## src/rtl/bus_pkg.sv

```systemverilog
// bus_pkg: shared types and constants for the 1-to-2 data bus demux.
// Holds the FSM state encoding and region-decode defaults.
package bus_pkg;

  typedef enum logic [1:0] {
    ST_IDLE,
    ST_ISSUE,
    ST_WAIT_RSP,
    ST_RESP
  } bus_state_e;

  localparam logic [31:0] B_BASE_DEF = 32'h1000_0000;
  localparam logic [31:0] B_MASK_DEF = 32'hF000_0000;
  localparam logic [31:0] ERR_RDATA  = 32'hDEAD_BEEF;
  localparam int unsigned CNT_W      = 16;

endpackage

```

## src/rtl/bus_timeout_ctr.sv

```systemverilog
// bus_timeout_ctr: watchdog cycle counter for a bus transaction.
// expired flags the cycle that completes limit enabled cycles.
module bus_timeout_ctr
  import bus_pkg::*;
#(
  parameter int unsigned W = CNT_W
) (
  input  logic         clk,
  input  logic         rst_n,
  input  logic         clear,
  input  logic         enable,
  input  logic [W-1:0] limit,
  output logic         expired
);

  logic [W-1:0] cnt_q;
  logic [W-1:0] cnt_d;

  // Next count: clear wins, otherwise count enabled cycles.
  always_comb begin
    cnt_d = cnt_q;
    if (clear) begin
      cnt_d = '0;
    end else if (enable) begin
      cnt_d = cnt_q + W'(1);
    end
  end

  assign expired = enable && (cnt_q == limit - W'(1));

  // Count register.
  always_ff @(posedge clk or negedge rst_n) begin
    if (!rst_n) begin
      cnt_q <= '0;
    end else begin
      cnt_q <= cnt_d;
    end
  end

endmodule

```

## src/rtl/bus_demux_1to2.sv

```systemverilog
// bus_demux_1to2: routes one core bus transaction to RAM (A) or MMIO (B).
// Define BUS_TIMEOUT_EN to build the response watchdog.
module bus_demux_1to2
  import bus_pkg::*;
#(
  parameter int unsigned      DATA_W         = 32,
  parameter logic [DATA_W-1:0] B_BASE        = B_BASE_DEF,
  parameter logic [DATA_W-1:0] B_MASK        = B_MASK_DEF,
  parameter int unsigned      TIMEOUT_CYCLES = 255
) (
  input  logic              clk,
  input  logic              rst_n,
  input  logic              m_req_valid,
  output logic              m_req_ready,
  input  logic [DATA_W-1:0] m_req_addr,
  input  logic              m_req_we,
  input  logic [DATA_W-1:0] m_req_wdata,
  input  logic [3:0]        m_req_wstrb,
  output logic              m_rsp_valid,
  output logic [DATA_W-1:0] m_rsp_rdata,
  output logic              m_rsp_err,
  output logic              a_req_valid,
  input  logic              a_req_ready,
  output logic [DATA_W-1:0] a_req_addr,
  output logic              a_req_we,
  output logic [DATA_W-1:0] a_req_wdata,
  output logic [3:0]        a_req_wstrb,
  input  logic              a_rsp_valid,
  input  logic [DATA_W-1:0] a_rsp_rdata,
  output logic              b_req_valid,
  input  logic              b_req_ready,
  output logic [DATA_W-1:0] b_req_addr,
  output logic              b_req_we,
  output logic [DATA_W-1:0] b_req_wdata,
  output logic [3:0]        b_req_wstrb,
  input  logic              b_rsp_valid,
  input  logic [DATA_W-1:0] b_rsp_rdata
);

  bus_state_e        state_q, state_d;
  logic [DATA_W-1:0] addr_q, addr_d;
  logic              we_q, we_d;
  logic [DATA_W-1:0] wdata_q, wdata_d;
  logic [3:0]        wstrb_q, wstrb_d;
  logic              sel_b_q, sel_b_d;
  logic              a_valid_q, a_valid_d;
  logic              b_valid_q, b_valid_d;
  logic              rsp_valid_q, rsp_valid_d;
  logic [DATA_W-1:0] rdata_q, rdata_d;
  logic              err_q, err_d;
  logic              timeout;

  logic              tgt_ready;
  logic              tgt_rsp;
  logic [DATA_W-1:0] tgt_rdata;

  assign tgt_ready = sel_b_q ? b_req_ready : a_req_ready;
  assign tgt_rsp   = sel_b_q ? b_rsp_valid : a_rsp_valid;
  assign tgt_rdata = sel_b_q ? b_rsp_rdata : a_rsp_rdata;

`ifdef BUS_TIMEOUT_EN
  logic to_clear;
  logic to_en;

  assign to_clear = (state_q == ST_IDLE) && m_req_valid;
  assign to_en    = (state_q == ST_ISSUE) ||
                    (state_q == ST_WAIT_RSP);

  bus_timeout_ctr #(
    .W(CNT_W)
  ) u_timeout (
    .clk    (clk),
    .rst_n  (rst_n),
    .clear  (to_clear),
    .enable (to_en),
    .limit  (CNT_W'(TIMEOUT_CYCLES)),
    .expired(timeout)
  );
`else
  logic unused_timeout_cfg;

  assign unused_timeout_cfg = |TIMEOUT_CYCLES;
  assign timeout            = 1'b0;
`endif

  // Transaction FSM next-state and registered-output logic.
  always_comb begin
    state_d     = state_q;
    addr_d      = addr_q;
    we_d        = we_q;
    wdata_d     = wdata_q;
    wstrb_d     = wstrb_q;
    sel_b_d     = sel_b_q;
    a_valid_d   = a_valid_q;
    b_valid_d   = b_valid_q;
    rsp_valid_d = rsp_valid_q;
    rdata_d     = rdata_q;
    err_d       = err_q;
    unique case (state_q)
      ST_IDLE: begin
        if (m_req_valid) begin
          addr_d    = m_req_addr;
          we_d      = m_req_we;
          wdata_d   = m_req_wdata;
          wstrb_d   = m_req_wstrb;
          sel_b_d   = (m_req_addr & B_MASK) == B_BASE;
          a_valid_d = !sel_b_d;
          b_valid_d = sel_b_d;
          state_d   = ST_ISSUE;
        end
      end
      ST_ISSUE: begin
        if (timeout) begin
          a_valid_d   = 1'b0;
          b_valid_d   = 1'b0;
          rsp_valid_d = 1'b1;
          rdata_d     = DATA_W'(ERR_RDATA);
          err_d       = 1'b1;
          state_d     = ST_RESP;
        end else if (tgt_ready) begin
          a_valid_d = 1'b0;
          b_valid_d = 1'b0;
          state_d   = ST_WAIT_RSP;
        end
      end
      ST_WAIT_RSP: begin
        if (tgt_rsp) begin
          rsp_valid_d = 1'b1;
          rdata_d     = we_q ? '0 : tgt_rdata;
          state_d     = ST_RESP;
        end else if (timeout) begin
          rsp_valid_d = 1'b1;
          rdata_d     = DATA_W'(ERR_RDATA);
          err_d       = 1'b1;
          state_d     = ST_RESP;
        end
      end
      ST_RESP: begin
        rsp_valid_d = 1'b0;
        rdata_d     = '0;
        err_d       = 1'b0;
        state_d     = ST_IDLE;
      end
    endcase
  end

  // State and request/response registers.
  always_ff @(posedge clk or negedge rst_n) begin
    if (!rst_n) begin
      state_q     <= ST_IDLE;
      addr_q      <= '0;
      we_q        <= 1'b0;
      wdata_q     <= '0;
      wstrb_q     <= '0;
      sel_b_q     <= 1'b0;
      a_valid_q   <= 1'b0;
      b_valid_q   <= 1'b0;
      rsp_valid_q <= 1'b0;
      rdata_q     <= '0;
      err_q       <= 1'b0;
    end else begin
      state_q     <= state_d;
      addr_q      <= addr_d;
      we_q        <= we_d;
      wdata_q     <= wdata_d;
      wstrb_q     <= wstrb_d;
      sel_b_q     <= sel_b_d;
      a_valid_q   <= a_valid_d;
      b_valid_q   <= b_valid_d;
      rsp_valid_q <= rsp_valid_d;
      rdata_q     <= rdata_d;
      err_q       <= err_d;
    end
  end

  assign m_req_ready = (state_q == ST_IDLE);
  assign m_rsp_valid = rsp_valid_q;
  assign m_rsp_rdata = rdata_q;
`ifdef BUS_TIMEOUT_EN
  assign m_rsp_err   = err_q;
`else
  assign m_rsp_err   = 1'b0;
`endif

  assign a_req_valid = a_valid_q;
  assign a_req_addr  = addr_q;
  assign a_req_we    = we_q;
  assign a_req_wdata = wdata_q;
  assign a_req_wstrb = wstrb_q;
  assign b_req_valid = b_valid_q;
  assign b_req_addr  = addr_q;
  assign b_req_we    = we_q;
  assign b_req_wdata = wdata_q;
  assign b_req_wstrb = wstrb_q;

endmodule

```

## config.mk

```make
export PLATFORM = sky130hd
export DESIGN_NAME = bus_demux_1to2
export DESIGN_NICKNAME = d
export VERILOG_FILES = /design/src/rtl/bus_pkg.sv /design/src/rtl/bus_timeout_ctr.sv /design/src/rtl/bus_demux_1to2.sv
export SDC_FILE = /design/constraint.sdc
export NUM_CORES = 1
export LEC_CHECK = 0
export BUFFER_PORTS_ARGS = -buffer_cell sky130_fd_sc_hd__buf_4
export CAP_MARGIN = 20
export CORE_AREA = 2 2 121 123
export CTS_BUF_LIST = sky130_fd_sc_hd__clkbuf_4 sky130_fd_sc_hd__clkbuf_8
export CTS_CLUSTER_SIZE = 14
export DETAILED_ROUTE_END_ITERATION = 7
export DIE_AREA = 0 0 123 125
export GPL_ROUTABILITY_DRIVEN = 0
export HOLD_SLACK_MARGIN = 0.08
export PLACE_DENSITY = 0.69
export SLEW_MARGIN = 20
export SYNTH_ARGS = -nofsm -noshare
export SYNTH_HDL_FRONTEND = slang
export SYNTH_SLANG_ARGS = --single-unit
```

## constraint.sdc

```tcl
create_clock -name clk -period 2.9 [get_ports clk]
set_input_delay 0 -clock clk [delete_from_list [all_inputs] [get_ports clk]]
set_output_delay 0 -clock clk [all_outputs]
set_load 0.05 [all_outputs]
```

# Word-level counts from Yosys, hierarchy flattened
# Index checks and enable logic that the tools add are counted.
[word_totals]
output_inout_bits = 175
in_bits = 140
ff_bits = 107
wordCells = 42
[op_classes]
reduce_logical = 8
muxes = 17
n_eq_ne = 7
[op_table]
columns = ["cell", "count"]
rows = [
  ["$mux 32", 3],
  ["$pmux 32 s2", 1],
  ["$pmux 2 s4", 1],
  ["$mux 1", 6],
  ["$mux 2", 3],
  ["$ne 2x2->1 const B", 3],
  ["$pmux 1 s2", 3],
  ["$reduce_and 3->1", 2],
  ["$eq 2x2->1 const B", 2],
  ["$eq 4x1->1 const B", 1],
  ["$reduce_and 2->1", 2],
  ["$reduce_bool 2->1", 2],
  ["$eq 2x1->1 const B", 1],
  ["$logic_not 2->1", 1],
  ["$logic_not 1->1", 1],
]

# Logic depth before layout (Yosys ltp)
# Gate-level depths: netlist (run 1).
[logic_depth]
word_depth = 4
ltp_mapped = 6
depth_no_buf = 5

# Least setup slack after synthesis (run 1)
# No wires, ideal clock.
[synth_path]
path_kind = "reg2reg"
from = "register state_q[0]"
to = "register addr_q[10], in the netlist a_req_addr[10]"
arrival_time_ns = 1.795
path_slack_ns = 0.980
path_stages_with_launch = 6
cell_sequence = "dfrtp_1 -> inv_1 -> ha_1 -> nand2_1 -> buf_2 -> mux2_2"
[synth_via]
elab_chain_cells = 2
[synth_rtl]
columns = ["item", "line_no", "rtl"]
rows = [
  ["start, declared", "bus_demux_1to2.sv:40", "bus_state_e state_q, state_d;"],
  ["start signal, assigned", "bus_demux_1to2.sv:162", "state_q <= state_d;"],
  ["$logic_not 2->1", "--", ""],
  ["net m_req_ready", "bus_demux_1to2.sv:14", "output logic m_req_ready,"],
  ["$reduce_and 2->1 (no line)", "--", ""],
  ["end signal, assigned", "bus_demux_1to2.sv:163", "addr_q <= addr_d;"],
  ["end, declared", "bus_demux_1to2.sv:41", "logic [DATA_W-1:0] addr_q, addr_d;"],
]
# The timed path passes the listed nets, and every way through them passes these cells.
# A chain may end at the register's enable or synchronous reset.

# Final worst setup path (run 1)
[layout_path]
from = "register state_q[0]"
to = "register addr_q[10], in the netlist a_req_addr[10]"
[layout_via]
elab_chain_cells = 2
[layout_rtl]
columns = ["item", "line_no", "rtl"]
rows = [
  ["$logic_not 2->1", "bus_demux_1to2.sv:99", "unique case (state_q)"],
  ["$reduce_and 2->1 (no line)", "--", ""],
]
# Every way passes these cells.

==> metrics.log, run 1 <==
INFO  metric final_min_period_over_clock_period = 0.721
INFO  metric timing.fmax = 478 MHz
INFO  metric max-slew-margin-rel = 0.369
INFO  metric number_of_antenna_cells_inserted = 0
INFO  metric period_needed = 2090 ps
INFO  metric number_of_global_route_vias_before_repair = 4402
INFO  metric synth.area.mux_share = 0.237
INFO  metric startpoint_type = flop
INFO  metric drtAntennaViolNets = 0
INFO  metric timing.hold.worst.class = in2reg
INFO  metric netlist-cell-type-count = 24
INFO  metric synth_xor_xnor_area_share = 0
INFO  metric remaining_drc_errors = 0
INFO  metric grt_first_pass_wirelength = 22200 um
INFO  metric worst_slack = 810 ps
INFO  metric count_of_pins_over_their_slew_limit = 0
INFO  metric clock_pin_slew_on_the_worst_setup_and_hold_paths = 90 ps
INFO  metric grt_antenna_before_repair = 0
INFO  metric cts_buffers = 9
INFO  metric critPathLaunch = state_q[0]
INFO  metric synthesis.area_per_instance = 13.8 um^2
INFO  metric kind_of_end_point_of_the_critical_path = flop
INFO  metric timing_hold_violations_final = 0
INFO  metric row_count = 44
INFO  metric holdPathStages = 4
INFO  metric htree_levels = 3
INFO  metric ff2ff_setup_slack = 810 ps
INFO  metric cts_tree = done
INFO  metric grt_setup_unrepaired = false
INFO  metric final_net_count = 882
INFO  metric io-pin-count = 315
INFO  metric ctsLongestPathBuffers = 2
INFO  metric largest_net_degree_at_the_start_of_global_routing = 76
INFO  metric clkSinkCount = 107
INFO  metric synthSimpleGateAreaFrac = 0.00858
INFO  metric synth.largest_area_cell = dfrtp_1
INFO  metric timing.clock.skew = 10.3 ps
INFO  metric post_drt_wl_per_cell = 15.9 um
INFO  metric place_hpwl = 9400 um
INFO  metric rr_endpoint = a_req_addr[10]
INFO  metric initial_core_util = 0.349
INFO  metric port_buffers = 313
INFO  metric dpl.cell_count = 775
INFO  metric worstSkewPairLatency = 360 ps
INFO  metric grt_util_all_layers = 0.183
INFO  metric via_count = 4129
INFO  metric layout-area-overhead-vs-synth = 71.4%
INFO  metric worst-slew-pin-transition = 947 ps
INFO  metric cts_post_setup_buffers_inserted = 0
INFO  metric clockRootBuffer = clkbuf_8
INFO  metric cp_data_arrival_time = 2340 ps
INFO  metric timing.critical_path.fanout_max = 72
INFO  metric hold_end = state_q[0]
INFO  metric netlist_area = 0.00496 mm^2
INFO  metric critical_path_class = reg2reg
INFO  metric synthesis.instances = 360
INFO  metric yosys-top-cells-area = dfrtp_1 (54%), mux2_2 (16%), buf_4 (11%)
INFO  metric die_area = 0.0154 mm^2
INFO  metric count_of_instances_resized_after_the_clock_tree_is_built = 0
INFO  metric n_fill_cell = 1086
INFO  metric synth-seq-cells = 107
INFO  metric post_cts_hold_buffer_count = 135
INFO  metric finalSetupTns = 0 ps
INFO  metric die_x = 123 um
INFO  metric layoutNonFillerInstCount = 926
INFO  metric maxCapViolations = 0
INFO  metric path_depth_of_the_worst_reg2reg_path = 4
INFO  metric worst-endpoint-required = 3150 ps
INFO  metric synth_compound_gate_area_share = 0.0689
INFO  metric dp_slack = 828 ps
INFO  metric final_core_utilization = 0.598
INFO  metric synth_fa_ha_area_frac = 0.0126
INFO  metric layout-drive-gt1-share = 0.551
INFO  metric postSynthNetCount = 505
INFO  metric seqCellArea = 0.00268 mm^2
INFO  metric r2r_start = state_q[0]
INFO  metric drt_iter0_markers = 142
INFO  metric core_area = 0.0142 mm^2
INFO  metric ys_seq_area_frac = 0.540
INFO  metric routed_wirelength = 14700 um
INFO  metric route.detailed.vias_per_inst = 4.46
INFO  metric multi_input_area = 0.00163 mm^2
INFO  metric dieHeight = 125 um
INFO  metric final_setup_violating_endpoints = 0
INFO  metric drt_pre_antenna_iters = 4
INFO  metric min_from = a_rsp_valid
INFO  metric grt_remaining_overflow = 0
INFO  metric main_combinational_cell_family_by_area_after_synthesis = multiplexers
INFO  metric post-synth-top-area-fraction = 0.540
INFO  metric outcome = complete, no violations
INFO  metric synth_warnings = 0
==> worst max-delay path: stages, from the launching register on <==
cell and delay, ps:
dfrtp_1 400, inv_1 100, ha_1 300, nand2_4 680, mux2_2 420
==> per-stage QoR <==
stage	hold slack (ps)	instance area (um^2)
floorplan	-296	4960
global placement	199	6950
detailed placement	208	6950
CTS	170	8500
global route	219	8500
finish	178	8500
==> area by class of cell <==
class                   instances  area share
repair buffers                453       0.440
flip-flops and latches        107       0.315
multi-input cells             161       0.192
well taps                     184      0.0271
clock buffers                  12      0.0172
clock inverters                 4     0.00618
inverters                       5     0.00221
==> cells in the mapped netlist <==
cell and n:
a31oi_1 1, mux2_2 70, dfrtp_1 107, nor2b_1 2, nor2_1 2, mux2i_1 35, mux2i_4 1, ha_1 5
o21ai_0 1, conb_1 1, a21oi_1 1, buf_6 4, mux2_4 1, a221oi_2 1, or4b_1 1, buf_4 70
o22ai_1 2, o22a_1 1, o2bb2ai_1 32, inv_1 5, nand2_1 2, buf_2 13, a2bb2oi_1 1, nand3_1 1
==> registers in the layout, indices dropped and copies added, names as in the netlist <==
| signal | cells |
|---|---|
| m_rsp_rdata | 32 |
| a_req_we | 1 |
| state_q | 2 |
| a_req_wdata | 32 |
| m_rsp_valid | 1 |
| b_req_valid | 1 |
| a_req_valid | 1 |
| a_req_addr | 32 |
| sel_b_q | 1 |
| a_req_wstrb | 4 |
==> layout by cell type, fill, tap and decap left out, types with 2 or more instances in the layout <==
cell           count
buf_4            318
dfrtp_1          106
o2bb2ai_1         32
clkbuf_8           9
nor2_1             2
ha_1               5
o22ai_1            2
inv_1              5
clkbuf_4           3
clkinvlp_4         3
mux2_2            70
mux2i_1           35
nor2b_1            2
dlygate4sd3_1    135
==> cells by family (layout without fill, tap and decap cells) <==
kind of cell,after synthesis,in the layout
multiplexers,107,107
flip-flops,107,107
buffers and inverters,92,474
AO/OA/AOI/OAI,40,40
AND/OR/NAND/NOR,8,8
adder cells (fa/ha/maj),5,5
other,1,1
==> routing by layer <==
layer  up-vias  GRT usage  routed length (um)
met1      1963      0.205                5630
li1       1947          -                   -
met5         -          0                   0
met2       200      0.333                7420
met4         0     0.0695                 323
met3        19     0.0438                1320
==> how the worst max path moves through the flow <==
stage	depth (start not counted)	endpoint	slack, ps
finish	4	a_req_addr[10]	810
global route	4	a_req_addr[10]	650
detailed placement	4	a_req_wdata[15]	830
global placement	4	a_req_wdata[14]	890
CTS	4	a_req_addr[10]	820
floorplan	5	a_req_addr[10]	980
Power of run 1 is not shown: default switching activity piles up to over one toggle a cycle in this logic, so the estimate is an artifact.
==> run 2: changes to the inputs <==
- ABC_AREA: unset -> 1
- CORE_AREA: 2 2 121 123 -> 2 2 123 125
- DIE_AREA: 0 0 123 125 -> 0 0 125 127
- PLACE_DENSITY: 0.69 -> 0.72
- clock period: 2.9 -> 1.8 ns (I/O delays scaled with it)
==> metrics.log, run 2 <==
INFO  metric outcome = complete, no violations (unchanged)
INFO  metric port_buffers = 313 (unchanged)
INFO  metric timing.clock.skew = 18.1 ps (was 10.3 ps)
INFO  metric clock_pin_slew_on_the_worst_setup_and_hold_paths = 110 ps (was 90 ps)
INFO  metric netlist_area = 0.00523 mm^2 (was 0.00496 mm^2)
INFO  metric period_needed = 1590 ps (was 2090 ps)
INFO  metric via_count = 5084 (was 4129)
INFO  metric post-synth-top-area-fraction = 0.512 (was 0.540)
INFO  metric layout-drive-gt1-share = 0.465 (was 0.551)
INFO  metric clkSinkCount = 107 (unchanged)
INFO  metric timing.critical_path.fanout_max = 24 (was 72)
INFO  metric most-common-layout-cells = buf_4 (319), dlygate4sd3_1 (134), nand2_1 (116) (was buf_4 (318), dlygate4sd3_1 (135), dfrtp_1 (106))
INFO  metric route.detailed.vias_per_inst = 4.70 (was 4.46)
INFO  metric number_of_flops_mapped_to_enable_cells_by_yosys = 0 (unchanged)
INFO  metric grt_util_all_layers = 0.208 (was 0.183)
INFO  metric row_count = 44 (unchanged)
INFO  metric worst-endpoint-required = 2050 ps (was 3150 ps)
INFO  metric top_usage_layer = met2 (unchanged)
INFO  metric htree_levels = 3 (unchanged)
INFO  metric final_min_period_over_clock_period = 0.884 (was 0.721)
INFO  metric grt_setup_unrepaired = false (unchanged)
INFO  metric post_cts_hold_buffer_count = 134 (was 135)
INFO  metric yosys-top-cells-area = dfrtp_1 (51%), mux2_2 (14%), buf_4 (10%) (was dfrtp_1 (54%), mux2_2 (16%), buf_4 (11%))
INFO  metric critical_path.cell_chain = inv_1, ha_2, nand2_4, buf_12, mux2_2 (was inv_1, ha_1, nand2_4, mux2_2)
INFO  metric drt_iter0_markers = 263 (was 142)
INFO  metric timing_hold_violations_final = 0 (unchanged)
INFO  metric groute.layer.met1.usage = 0.228 (was 0.205)
INFO  metric slowest_stage_cell_cp = dfrtp_1 (was nand2_4)
INFO  metric routed_wirelength = 17000 um (was 14700 um)
INFO  metric io-pin-count = 315 (unchanged)
INFO  metric ys.flop_type = dfrtp_1 (unchanged)
INFO  metric die_area = 0.0159 mm^2 (was 0.0154 mm^2)
INFO  metric grt_antenna_before_repair = 0 (unchanged)
INFO  metric drtAntennaViolNets = 0 (unchanged)
INFO  metric dieHeight = 127 um (was 125 um)
INFO  metric groute.layer.met2.usage = 0.368 (was 0.333)
INFO  metric synthArstFlopShare = 1.00 (unchanged)
INFO  metric cts_post_setup_buffers_inserted = 0 (unchanged)
INFO  metric timing.hold.worst.class = in2async (was in2reg)
INFO  metric worstSkewPairLatency = 380 ps (was 360 ps)
INFO  metric cp_data_arrival_time = 1840 ps (was 2340 ps)
INFO  metric clockRootBuffer = clkbuf_8 (unchanged)
INFO  metric crit_path_max_incr_delay = 410 ps (was 680 ps)
INFO  metric remaining_drc_errors = 0 (unchanged)
INFO  metric final_net_count = 1039 (was 882)
INFO  metric cts_buffers = 9 (unchanged)
INFO  metric synthesis.instances = 519 (was 360)
INFO  metric largest_net_degree_at_the_start_of_global_routing = 41 (was 76)
INFO  metric ys_seq_area_frac = 0.512 (was 0.540)
INFO  metric kind_of_end_point_of_the_critical_path = flop (unchanged)
INFO  metric synth-seq-cells = 107 (unchanged)
INFO  metric cts_tree = done (unchanged)
INFO  metric synth.largest_area_cell = dfrtp_1 (unchanged)
INFO  metric finalSetupTns = 0 ps (unchanged)
INFO  metric place_hpwl = 10500 um (was 9400 um)
INFO  metric commonest_non_fill_non_tap_cell_in_the_layout = buf_4 (unchanged)
INFO  metric timing.fmax = 628 MHz (was 478 MHz)
INFO  metric core_area = 0.0144 mm^2 (was 0.0142 mm^2)
INFO  metric ctsLongestPathBuffers = 2 (unchanged)
INFO  metric number_of_global_route_vias_before_repair = 5338 (was 4402)
INFO  metric synth_top_cells_by_count = nand2_1 (117), dfrtp_1 (107), buf_4 (73) (was dfrtp_1 (107), buf_4 (70), mux2_2 (70))
INFO  metric layout-area-overhead-vs-synth = 70.6% (was 71.4%)
INFO  metric maxCapViolations = 0 (unchanged)
INFO  metric critical_path_class = reg2reg (unchanged)
INFO  metric drt_pre_antenna_iters = 4 (unchanged)
INFO  metric die_x = 125 um (was 123 um)
INFO  metric initial_core_util = 0.362 (was 0.349)
INFO  metric final_setup_violating_endpoints = 0 (unchanged)
INFO  metric yosysMostFrequentCell = nand2_1 (was dfrtp_1)
INFO  metric postSynthNetCount = 664 (was 505)
INFO  metric synthesis.area_per_instance = 10.1 um^2 (was 13.8 um^2)
INFO  metric number_of_antenna_cells_inserted = 0 (unchanged)
INFO  metric startpoint_type = flop (unchanged)
INFO  metric count_of_instances_resized_after_the_clock_tree_is_built = 0 (unchanged)
INFO  metric synth_warnings = 0 (unchanged)
INFO  metric met3_usage = 0.0469 (was 0.0438)
INFO  metric grt_remaining_overflow = 0 (unchanged)
INFO  metric post_drt_wl_per_cell = 15.7 um (was 15.9 um)
INFO  metric count_of_pins_over_their_slew_limit = 0 (unchanged)
INFO  metric netlist-cell-type-count = 23 (was 24)
INFO  metric grt_first_pass_wirelength = 26700 um (was 22200 um)
## run 2: cell count changes in the layout (fill, tap and decap cells not counted), moves of 8 or more
cell,before,now
buf_12,0,8
mux2i_1,35,0
nor3_1,0,32
o2bb2ai_1,32,0
nand2_1,1,116
nor2_1,2,37
o21ai_0,1,34
## run 2: final timing paths
path / start / end / slack (ps) / depth (start not counted)
setup reg to reg: state_q[0] / a_req_wdata[25] / 210 / 5
max in group asynchronous: rst_n / a_req_wdata[11] / 1110 / 3
min in group clk: a_rsp_rdata[2] / m_rsp_rdata[2] / 120 / 5
setup / recovery: state_q[0] / a_req_wdata[25] / 210 / 5
hold / removal: rst_n / m_rsp_rdata[21] / 120 / 2
hold reg to reg: m_rsp_rdata[26] / m_rsp_rdata[26] / 490 / 2
## run 2: layout make-up
type	count	area (um^2)
Fill cell	1162	5510
Timing Repair Buffer	461	3900
Multi-Input combinational cell	307	1850
Tap cell	184	230
Clock inverter	5	103
Sequential cell	107	2680
Inverter	8	30.0
Clock buffer	10	131
## run 2: critical path: cells and delay by family, from the launching register on
| family | cells | cell delay [ps] |
|---|---|---|
| muxes | 1 | 360 |
| DFF | 1 | 410 |
| and+or+nand+nor | 1 | 170 |
| buffers and inverters | 2 | 310 |
| adders and majority gates | 1 | 230 |
## run 2: cells by family (layout without fill, tap and decap cells)
family,Yosys count,count (layout),share of synthesized area
AND/OR/NAND/NOR,196,196,0.154
flip-flops,107,107,0.512
buffers and inverters,105,484,0.136
multiplexers,67,67,0.144
AO/OA/AOI/OAI,38,38,0.0405
adder cells (fa/ha/maj),5,5,0.0120
other,1,1,0.000718
## run 2: per-stage QoR
stage | util | hold WS (ps) | std cells | cell area, um^2 | setup slack [ps]
after detailed placement | 0.509 | -24.5 | 933 | 7340 | 205
after global placement | 0.509 | -24.8 | 933 | 7340 | 280
after global routing | 0.618 | 92.9 | 1082 | 8910 | 58.1
after floorplan | - | -296 | 519 | 5230 | 100
after CTS | 0.618 | 97.5 | 1082 | 8910 | 196
final | 0.618 | 117 | 1082 | 8910 | 209
## run 2: layer usage
metal,part of all wire,wire length (um)
met4,0.052,878
met3,0.065,1090
met5,0,0
met2,0.52,8810
met1,0.36,6170
Power of run 2 is left out for the same reason.
